--- config.mk ---
export PLATFORM = sky130hd
export DESIGN_NAME = riscv_mem_arbiter_flat
export DESIGN_NICKNAME = d
export VERILOG_FILES = /design/src/rtl/riscv_mem_arbiter_if.sv /design/src/rtl/riscv_mem_arbiter.sv /design/src/flat_wrapper.sv
export SDC_FILE = /design/constraint.sdc
export NUM_CORES = 1
export LEC_CHECK = 0
export ABC_AREA = 1
export BUFFER_PORTS_ARGS = -buffer_cell sky130_fd_sc_hd__buf_2
export CAP_MARGIN = 20
export CORE_ASPECT_RATIO = 0.75
export CORE_MARGIN = 2
export CORE_UTILIZATION = 52
export CTS_BUF_LIST = sky130_fd_sc_hd__clkbuf_4 sky130_fd_sc_hd__clkbuf_8 sky130_fd_sc_hd__clkbuf_16
export CTS_CLUSTER_SIZE = 24
export DETAILED_ROUTE_END_ITERATION = 16
export PLACE_DENSITY = 0.94
export RECOVER_POWER = 50
export SYNTH_ARGS = -nofsm -noshare
export SYNTH_HDL_FRONTEND = slang
export SYNTH_SLANG_ARGS = --single-unit
--- constraint.sdc ---
create_clock -name clk_i -period 2.4 [get_ports clk_i]
set_clock_uncertainty 0.15 [all_clocks]
set_input_delay 0.48 -clock clk_i [delete_from_list [all_inputs] [get_ports clk_i]]
set_output_delay 0.48 -clock clk_i [all_outputs]
set_load 0.01 [all_outputs]
--- src/rtl/riscv_mem_arbiter_if.sv ---
// Bundle of the IF, DM and memory-side signals around the shared memory port.
// The slave modport is the arbiter's view; the master modport is its environment's.
`default_nettype none

interface riscv_mem_arbiter_if;
    logic        if_req;
    logic [31:0] if_addr;
    logic [31:0] if_rdata;
    logic        if_ack;

    logic        dm_req;
    logic        dm_we;
    logic [3:0]  dm_be;
    logic [31:0] dm_addr;
    logic [31:0] dm_wdata;
    logic [31:0] dm_rdata;
    logic        dm_ack;

    logic        mem_req;
    logic        mem_we;
    logic [3:0]  mem_be;
    logic [31:0] mem_addr;
    logic [31:0] mem_wdata;
    logic [31:0] mem_rdata;
    logic        mem_ready;
    logic        bus_err;

    modport slave (
        input  if_req, if_addr, dm_req, dm_we, dm_be, dm_addr, dm_wdata,
               mem_rdata, mem_ready,
        output if_rdata, if_ack, dm_rdata, dm_ack,
               mem_req, mem_we, mem_be, mem_addr, mem_wdata, bus_err
    );

    modport master (
        output if_req, if_addr, dm_req, dm_we, dm_be, dm_addr, dm_wdata,
               mem_rdata, mem_ready,
        input  if_rdata, if_ack, dm_rdata, dm_ack,
               mem_req, mem_we, mem_be, mem_addr, mem_wdata, bus_err
    );
endinterface

`default_nettype wire

--- src/rtl/riscv_mem_arbiter.sv ---
// Shares one memory port between fetch (IF) and load/store (DM): DM-priority
// arbitration with a starvation bound, held commands, one-cycle acks and timeout abort.
`default_nettype none

module riscv_mem_arbiter #(
    parameter int unsigned STARVE_LIMIT = 4,
    parameter int unsigned TIMEOUT      = 255
) (
    input  logic               clk_i,
    input  logic               rst_ni,
    riscv_mem_arbiter_if.slave bus
);

    typedef enum logic [0:0] {
        IDLE = 1'b0,
        BUSY = 1'b1
    } state_e;

    localparam logic [3:0] STREAK_MAX = 4'(STARVE_LIMIT);
    localparam logic [7:0] WAIT_MAX   = 8'(TIMEOUT);

    state_e      state_q,     state_d;
    logic        owner_dm_q,  owner_dm_d;
    logic        mem_req_q,   mem_req_d;
    logic        mem_we_q,    mem_we_d;
    logic [3:0]  mem_be_q,    mem_be_d;
    logic [31:0] mem_addr_q,  mem_addr_d;
    logic [31:0] mem_wdata_q, mem_wdata_d;
    logic [31:0] if_rdata_q,  if_rdata_d;
    logic [31:0] dm_rdata_q,  dm_rdata_d;
    logic        if_ack_q,    if_ack_d;
    logic        dm_ack_q,    dm_ack_d;
    logic        bus_err_q,   bus_err_d;
    logic [3:0]  streak_q,    streak_d;
    logic [7:0]  wait_q,      wait_d;

    logic        if_elig;
    logic        dm_elig;
    logic        pick_if;

    // A requester's req is still high in its own ack cycle; mask it there.
    assign if_elig = bus.if_req & ~if_ack_q;
    assign dm_elig = bus.dm_req & ~dm_ack_q;
    assign pick_if = if_elig & (~dm_elig | (streak_q == STREAK_MAX));

    always_comb begin
        state_d     = state_q;
        owner_dm_d  = owner_dm_q;
        mem_req_d   = mem_req_q;
        mem_we_d    = mem_we_q;
        mem_be_d    = mem_be_q;
        mem_addr_d  = mem_addr_q;
        mem_wdata_d = mem_wdata_q;
        if_rdata_d  = if_rdata_q;
        dm_rdata_d  = dm_rdata_q;
        if_ack_d    = 1'b0;
        dm_ack_d    = 1'b0;
        bus_err_d   = 1'b0;
        streak_d    = streak_q;
        wait_d      = wait_q;

        case (state_q)
            IDLE: begin
                if (if_elig || dm_elig) begin
                    state_d   = BUSY;
                    mem_req_d = 1'b1;
                    wait_d    = 8'd0;
                    if (pick_if) begin
                        owner_dm_d  = 1'b0;
                        mem_we_d    = 1'b0;
                        mem_be_d    = 4'hF;
                        mem_addr_d  = bus.if_addr;
                        mem_wdata_d = 32'h0;
                        streak_d    = 4'd0;
                    end else begin
                        owner_dm_d  = 1'b1;
                        mem_we_d    = bus.dm_we;
                        mem_be_d    = bus.dm_be;
                        mem_addr_d  = bus.dm_addr;
                        mem_wdata_d = bus.dm_wdata;
                        if (if_elig && (streak_q != STREAK_MAX)) begin
                            streak_d = streak_q + 4'd1;
                        end
                    end
                end
            end
            BUSY: begin
                if (bus.mem_ready) begin
                    state_d   = IDLE;
                    mem_req_d = 1'b0;
                    if (owner_dm_q) begin
                        dm_ack_d   = 1'b1;
                        dm_rdata_d = bus.mem_rdata;
                    end else begin
                        if_ack_d   = 1'b1;
                        if_rdata_d = bus.mem_rdata;
                    end
                end else if (wait_q == WAIT_MAX) begin
                    // Abort: ack the owner with zero data and flag the error alongside.
                    state_d   = IDLE;
                    mem_req_d = 1'b0;
                    bus_err_d = 1'b1;
                    if (owner_dm_q) begin
                        dm_ack_d   = 1'b1;
                        dm_rdata_d = 32'h0;
                    end else begin
                        if_ack_d   = 1'b1;
                        if_rdata_d = 32'h0;
                    end
                end else begin
                    wait_d = wait_q + 8'd1;
                end
            end
            default: begin
                state_d   = IDLE;
                mem_req_d = 1'b0;
            end
        endcase
    end

    always_ff @(posedge clk_i or negedge rst_ni) begin
        if (!rst_ni) begin
            state_q     <= IDLE;
            owner_dm_q  <= 1'b0;
            mem_req_q   <= 1'b0;
            mem_we_q    <= 1'b0;
            mem_be_q    <= 4'h0;
            mem_addr_q  <= 32'h0;
            mem_wdata_q <= 32'h0;
            if_rdata_q  <= 32'h0;
            dm_rdata_q  <= 32'h0;
            if_ack_q    <= 1'b0;
            dm_ack_q    <= 1'b0;
            bus_err_q   <= 1'b0;
            streak_q    <= 4'd0;
            wait_q      <= 8'd0;
        end else begin
            state_q     <= state_d;
            owner_dm_q  <= owner_dm_d;
            mem_req_q   <= mem_req_d;
            mem_we_q    <= mem_we_d;
            mem_be_q    <= mem_be_d;
            mem_addr_q  <= mem_addr_d;
            mem_wdata_q <= mem_wdata_d;
            if_rdata_q  <= if_rdata_d;
            dm_rdata_q  <= dm_rdata_d;
            if_ack_q    <= if_ack_d;
            dm_ack_q    <= dm_ack_d;
            bus_err_q   <= bus_err_d;
            streak_q    <= streak_d;
            wait_q      <= wait_d;
        end
    end

    assign bus.mem_req   = mem_req_q;
    assign bus.mem_we    = mem_we_q;
    assign bus.mem_be    = mem_be_q;
    assign bus.mem_addr  = mem_addr_q;
    assign bus.mem_wdata = mem_wdata_q;
    assign bus.if_rdata  = if_rdata_q;
    assign bus.if_ack    = if_ack_q;
    assign bus.dm_rdata  = dm_rdata_q;
    assign bus.dm_ack    = dm_ack_q;
    assign bus.bus_err   = bus_err_q;

endmodule

`default_nettype wire

--- src/flat_wrapper.sv ---
// flat-port wrapper written by rule: the top's interface ports become plain ports
module riscv_mem_arbiter_flat 
#(
    parameter int unsigned STARVE_LIMIT = 4,
    parameter int unsigned TIMEOUT      = 255
)
  (clk_i, rst_ni, bus_if_req, bus_if_addr, bus_dm_req, bus_dm_we, bus_dm_be, bus_dm_addr, bus_dm_wdata, bus_mem_rdata, bus_mem_ready, bus_if_rdata, bus_if_ack, bus_dm_rdata, bus_dm_ack, bus_mem_req, bus_mem_we, bus_mem_be, bus_mem_addr, bus_mem_wdata, bus_bus_err);
  riscv_mem_arbiter_if bus_i ();
  input  logic clk_i;
  input  logic rst_ni;
  input wire logic [$bits(bus_i.if_req)-1:0] bus_if_req;
  input wire logic [$bits(bus_i.if_addr)-1:0] bus_if_addr;
  input wire logic [$bits(bus_i.dm_req)-1:0] bus_dm_req;
  input wire logic [$bits(bus_i.dm_we)-1:0] bus_dm_we;
  input wire logic [$bits(bus_i.dm_be)-1:0] bus_dm_be;
  input wire logic [$bits(bus_i.dm_addr)-1:0] bus_dm_addr;
  input wire logic [$bits(bus_i.dm_wdata)-1:0] bus_dm_wdata;
  input wire logic [$bits(bus_i.mem_rdata)-1:0] bus_mem_rdata;
  input wire logic [$bits(bus_i.mem_ready)-1:0] bus_mem_ready;
  output wire logic [$bits(bus_i.if_rdata)-1:0] bus_if_rdata;
  output wire logic [$bits(bus_i.if_ack)-1:0] bus_if_ack;
  output wire logic [$bits(bus_i.dm_rdata)-1:0] bus_dm_rdata;
  output wire logic [$bits(bus_i.dm_ack)-1:0] bus_dm_ack;
  output wire logic [$bits(bus_i.mem_req)-1:0] bus_mem_req;
  output wire logic [$bits(bus_i.mem_we)-1:0] bus_mem_we;
  output wire logic [$bits(bus_i.mem_be)-1:0] bus_mem_be;
  output wire logic [$bits(bus_i.mem_addr)-1:0] bus_mem_addr;
  output wire logic [$bits(bus_i.mem_wdata)-1:0] bus_mem_wdata;
  output wire logic [$bits(bus_i.bus_err)-1:0] bus_bus_err;
  assign bus_i.if_req = bus_if_req;
  assign bus_i.if_addr = bus_if_addr;
  assign bus_i.dm_req = bus_dm_req;
  assign bus_i.dm_we = bus_dm_we;
  assign bus_i.dm_be = bus_dm_be;
  assign bus_i.dm_addr = bus_dm_addr;
  assign bus_i.dm_wdata = bus_dm_wdata;
  assign bus_i.mem_rdata = bus_mem_rdata;
  assign bus_i.mem_ready = bus_mem_ready;
  assign bus_if_rdata = bus_i.if_rdata;
  assign bus_if_ack = bus_i.if_ack;
  assign bus_dm_rdata = bus_i.dm_rdata;
  assign bus_dm_ack = bus_i.dm_ack;
  assign bus_mem_req = bus_i.mem_req;
  assign bus_mem_we = bus_i.mem_we;
  assign bus_mem_be = bus_i.mem_be;
  assign bus_mem_addr = bus_i.mem_addr;
  assign bus_mem_wdata = bus_i.mem_wdata;
  assign bus_bus_err = bus_i.bus_err;
  riscv_mem_arbiter #(.STARVE_LIMIT(STARVE_LIMIT), .TIMEOUT(TIMEOUT)) u_core (.clk_i(clk_i), .rst_ni(rst_ni), .bus(bus_i));
endmodule
==> flow_summary.ini <==
[status]
status = finished, final reports clean

[hold_path]
hold_class = in2reg
min-delay-start = bus_dm_be[3]

[pwr]
vdd_drop_max_mv = 0.813
swShare_pct = 40.8
power.density_nw_per_um2 = 1270
power.internal_mw = 6.54
clockPowerShare_pct = 22.0
p_switching_mw = 4.50
p_leak_nw = 4.73
p_seq_share_pct = 39.0
comb_power_share_pct = 38.9

[synth]
synth_ff_type = dfrtp_1
synth_area_per_cell_um2 = 8.78
postSynthCellCount = 770
synth_fp_nets = 911
ys_warn_count = 0
synthArstFlopShare_pct = 100
synth_cell_types = 22
synth.most_common_cell = nand2_1
yosys-top-cells-count = nand2_1 (328), dfrtp_1 (151), nand3_1 (79), o21ai_2 (46), nand2_2 (31)
synth-seq-cells = 151
synth_area_um2 = 6760
post-synth-top-area-cell = dfrtp_1
synth_top_area_share_pct = 55.9
synth_enable_flop_cells = 0
ys_seq_area_share_pct = 55.9
synth.area.top_cells = dfrtp_1 (56%), nand2_1 (18%), o21ai_2 (6.0%)

[global_routing]
use_met1_pct = 32.0
grt_pass1_vias = 5356
grt_pass1_wl_um = 26000
grt_usage_pct = 23.5
grt_antenna_before_repair = 0
grt_max_degree = 74
use_met2_pct = 38.8
busiest_layer = met2
met3_usage_pct = 5.11
overflow = 0

[floorplanning]
core_um2 = 12800
rows = 36
die-area_um2 = 13900
die_h_um = 103
io_pins = 275
fp.dieW_um = 136
initial_utilization_pct = 52.7

[setup_path]
cp_num_buf_inv = 2
crit_path_frequent_cell = nand2_1
crit_path_start = u_core.state_q
arrival_ns = 2.04
worst-setup-path-type = reg2reg
critPathCaptureType = flip-flop
path_max_fanout = 73
cp_slowest_cell = inv_4
critPathLaunchType = flip-flop
path_cells = inv_1 -> nand2_1 -> nand2_4 -> inv_4 -> nand2_4 -> nand2_1 -> nand2_1
cp_data_required_time_ns = 2.54
r2r-start = u_core.state_q
cp_top_family = buffers and inverters
max_stage_delay_ns = 0.51

[final_layout]
nNetsFinal = 1170
n_antenna_cell = 0
n_fill_cell = 1056
areaGrowthSynthToFinish_pct = 28.6
drive_gt1_share_pct = 32.1
postLayoutCellArea_um2 = 8690

[placed_design]
dpl_cell_area_um2 = 8230
port_buffers = 274
place_hpwl_um = 11700
routabilityCongestion = 0.830

[cts]
clk_pin_slew_ns = 0.06
ctsRootBufferMaster = clkbuf_16
htreeDepth = 4
cts.sinks = 151
clock_latency_ns = 0.40
clockBufferDepth = 2
ctsResizeCount = 0
cts_tree = done
cts_made_buffers = 17

[route]
post-route-drc-count = 0
wirelength_um = 16700
vias_per_cell = 4.97
wl_per_cell_um = 13.7
drt_iter0_drc = 404
dr_total_vias = 6027
ant_nets = 0
first_pass_iters = 4

[sta]
hold_viol_final = 0
tns_ns = 0
max_slew_margin_pct = 14.9
min_period_ns = 1.90
min_period_over_period_pct = 79.1
setup_viol = 0
max_freq_mhz = 527
tightest_slew_ns = 1.28
rsz0062_at_grt = no
drv_slew = 0

[flow_run]
max_cap_violations = 0
[layout make-up]
cell class | instances | area, µm² | area share (%)
Clock buffer | 17 | 425 | 4.89
Clock inverter | 15 | 123 | 1.41
Inverter | 20 | 77.6 | 0.892
Multi-Input combinational cell | 553 | 2610 | 30.0
Sequential cell | 151 | 3780 | 43.5
Tap cell | 171 | 214 | 2.46
Timing Repair Buffer | 286 | 1470 | 16.9
[cell usage in the layout (no fill, tap or decap), drive strengths merged]
| cell type | synthesis | final |
|---|---|---|
| nand2 | 362 | 362 |
| buf | 34 | 217 |
| dfrtp | 151 | 151 |
| clkbuf | 12 | 85 |
| nand3 | 81 | 81 |
| o21ai | 72 | 72 |
| nor2 | 26 | 26 |
| inv | 20 | 24 |
| clkinv | 0 | 6 |
| clkinvlp | 0 | 5 |
| nor3 | 3 | 3 |
| a21oi | 3 | 3 |
| ha | 3 | 3 |
| nand4 | 2 | 2 |
| xor2 | 1 | 1 |
| dlygate4sd3 | 0 | 1 |
[layer usage]
metal  up-vias  wire, µm
met5         -         0
met4         0       244
met3        19      1000
met2       215      8250
met1      2824      7170
li1       2969         -
[worst min-delay path, stage by stage]
cell	delay, ns
buf_2	0.08
nor2_1	0.03
nor2_1	0.07
[registers in the layout, summed over array words and instances (netlist names)]
signal / cells
u_core.bus.if_ack: 1
u_core.state_q: 1
u_core.bus.dm_rdata: 32
u_core.owner_dm_q: 1
u_core.bus.mem_wdata: 32
u_core.bus.bus_err: 1
u_core.bus.dm_ack: 1
u_core.bus.mem_we: 1
u_core.bus.mem_req: 1
u_core.bus.mem_addr: 32
u_core.bus.mem_be: 4
u_core.wait_q: 8
u_core.streak_q: 4
u_core.bus.if_rdata: 32
[stage by stage]
stage	setup slack (ns)	std cells	total power [mW]	util [%]	hold slack (ns)
CTS	0.505	1213	11.3	68.4	0.130
floorplan	0.803	770	7.08	-	0.0344
global placement	0.365	1180	8.57	64.1	0.301
global route	0.316	1213	11.9	67.7	0.127
finish	0.501	1213	11.0	67.7	0.140
detailed placement	0.327	1180	8.77	64.1	0.302
[power groups by stage]
stage / Sequential (mW) / Combinational (mW) / Clock [mW]
detailed placement: 4.29 / 4.48 / 0
CTS: 4.28 / 4.49 / 2.49
finish: 4.31 / 4.30 / 2.43
global route: 4.43 / 4.81 / 2.62
floorplan: 4.74 / 2.34 / 0
global placement: 4.25 / 4.32 / 0
[cell families after synthesis]
group | share of synthesized area, %
flops | 55.9
buf+inv | 5.68
simple gates | 29.6
compound gates | 8.11
xor+xnor | 0.130
fa+ha+maj | 0.555
[final timing paths]
| kind | endpoint | slack (ns) | depth (start not counted) |
|---|---|---|---|
| worst max-delay path | u_core.wait_q[3] | 0.50 | 7 |
| worst min-delay path | u_core.bus.mem_be[3] | 0.14 | 3 |
| worst max register to register | u_core.wait_q[3] | 0.50 | 7 |
| worst min register to register | u_core.bus.mem_addr[31] | 0.33 | 2 |
| max in group asynchronous | u_core.bus.dm_rdata[24] | 0.53 | 3 |
| min in group asynchronous | u_core.bus.mem_addr[15] | 0.74 | 2 |
[what timing repair did]
action	CTS	global route
hold buffers	1	0
buffers inserted	0	0
hold endpoints to repair	45	0
No activity file was read; power rests on OpenSTA's default activity.
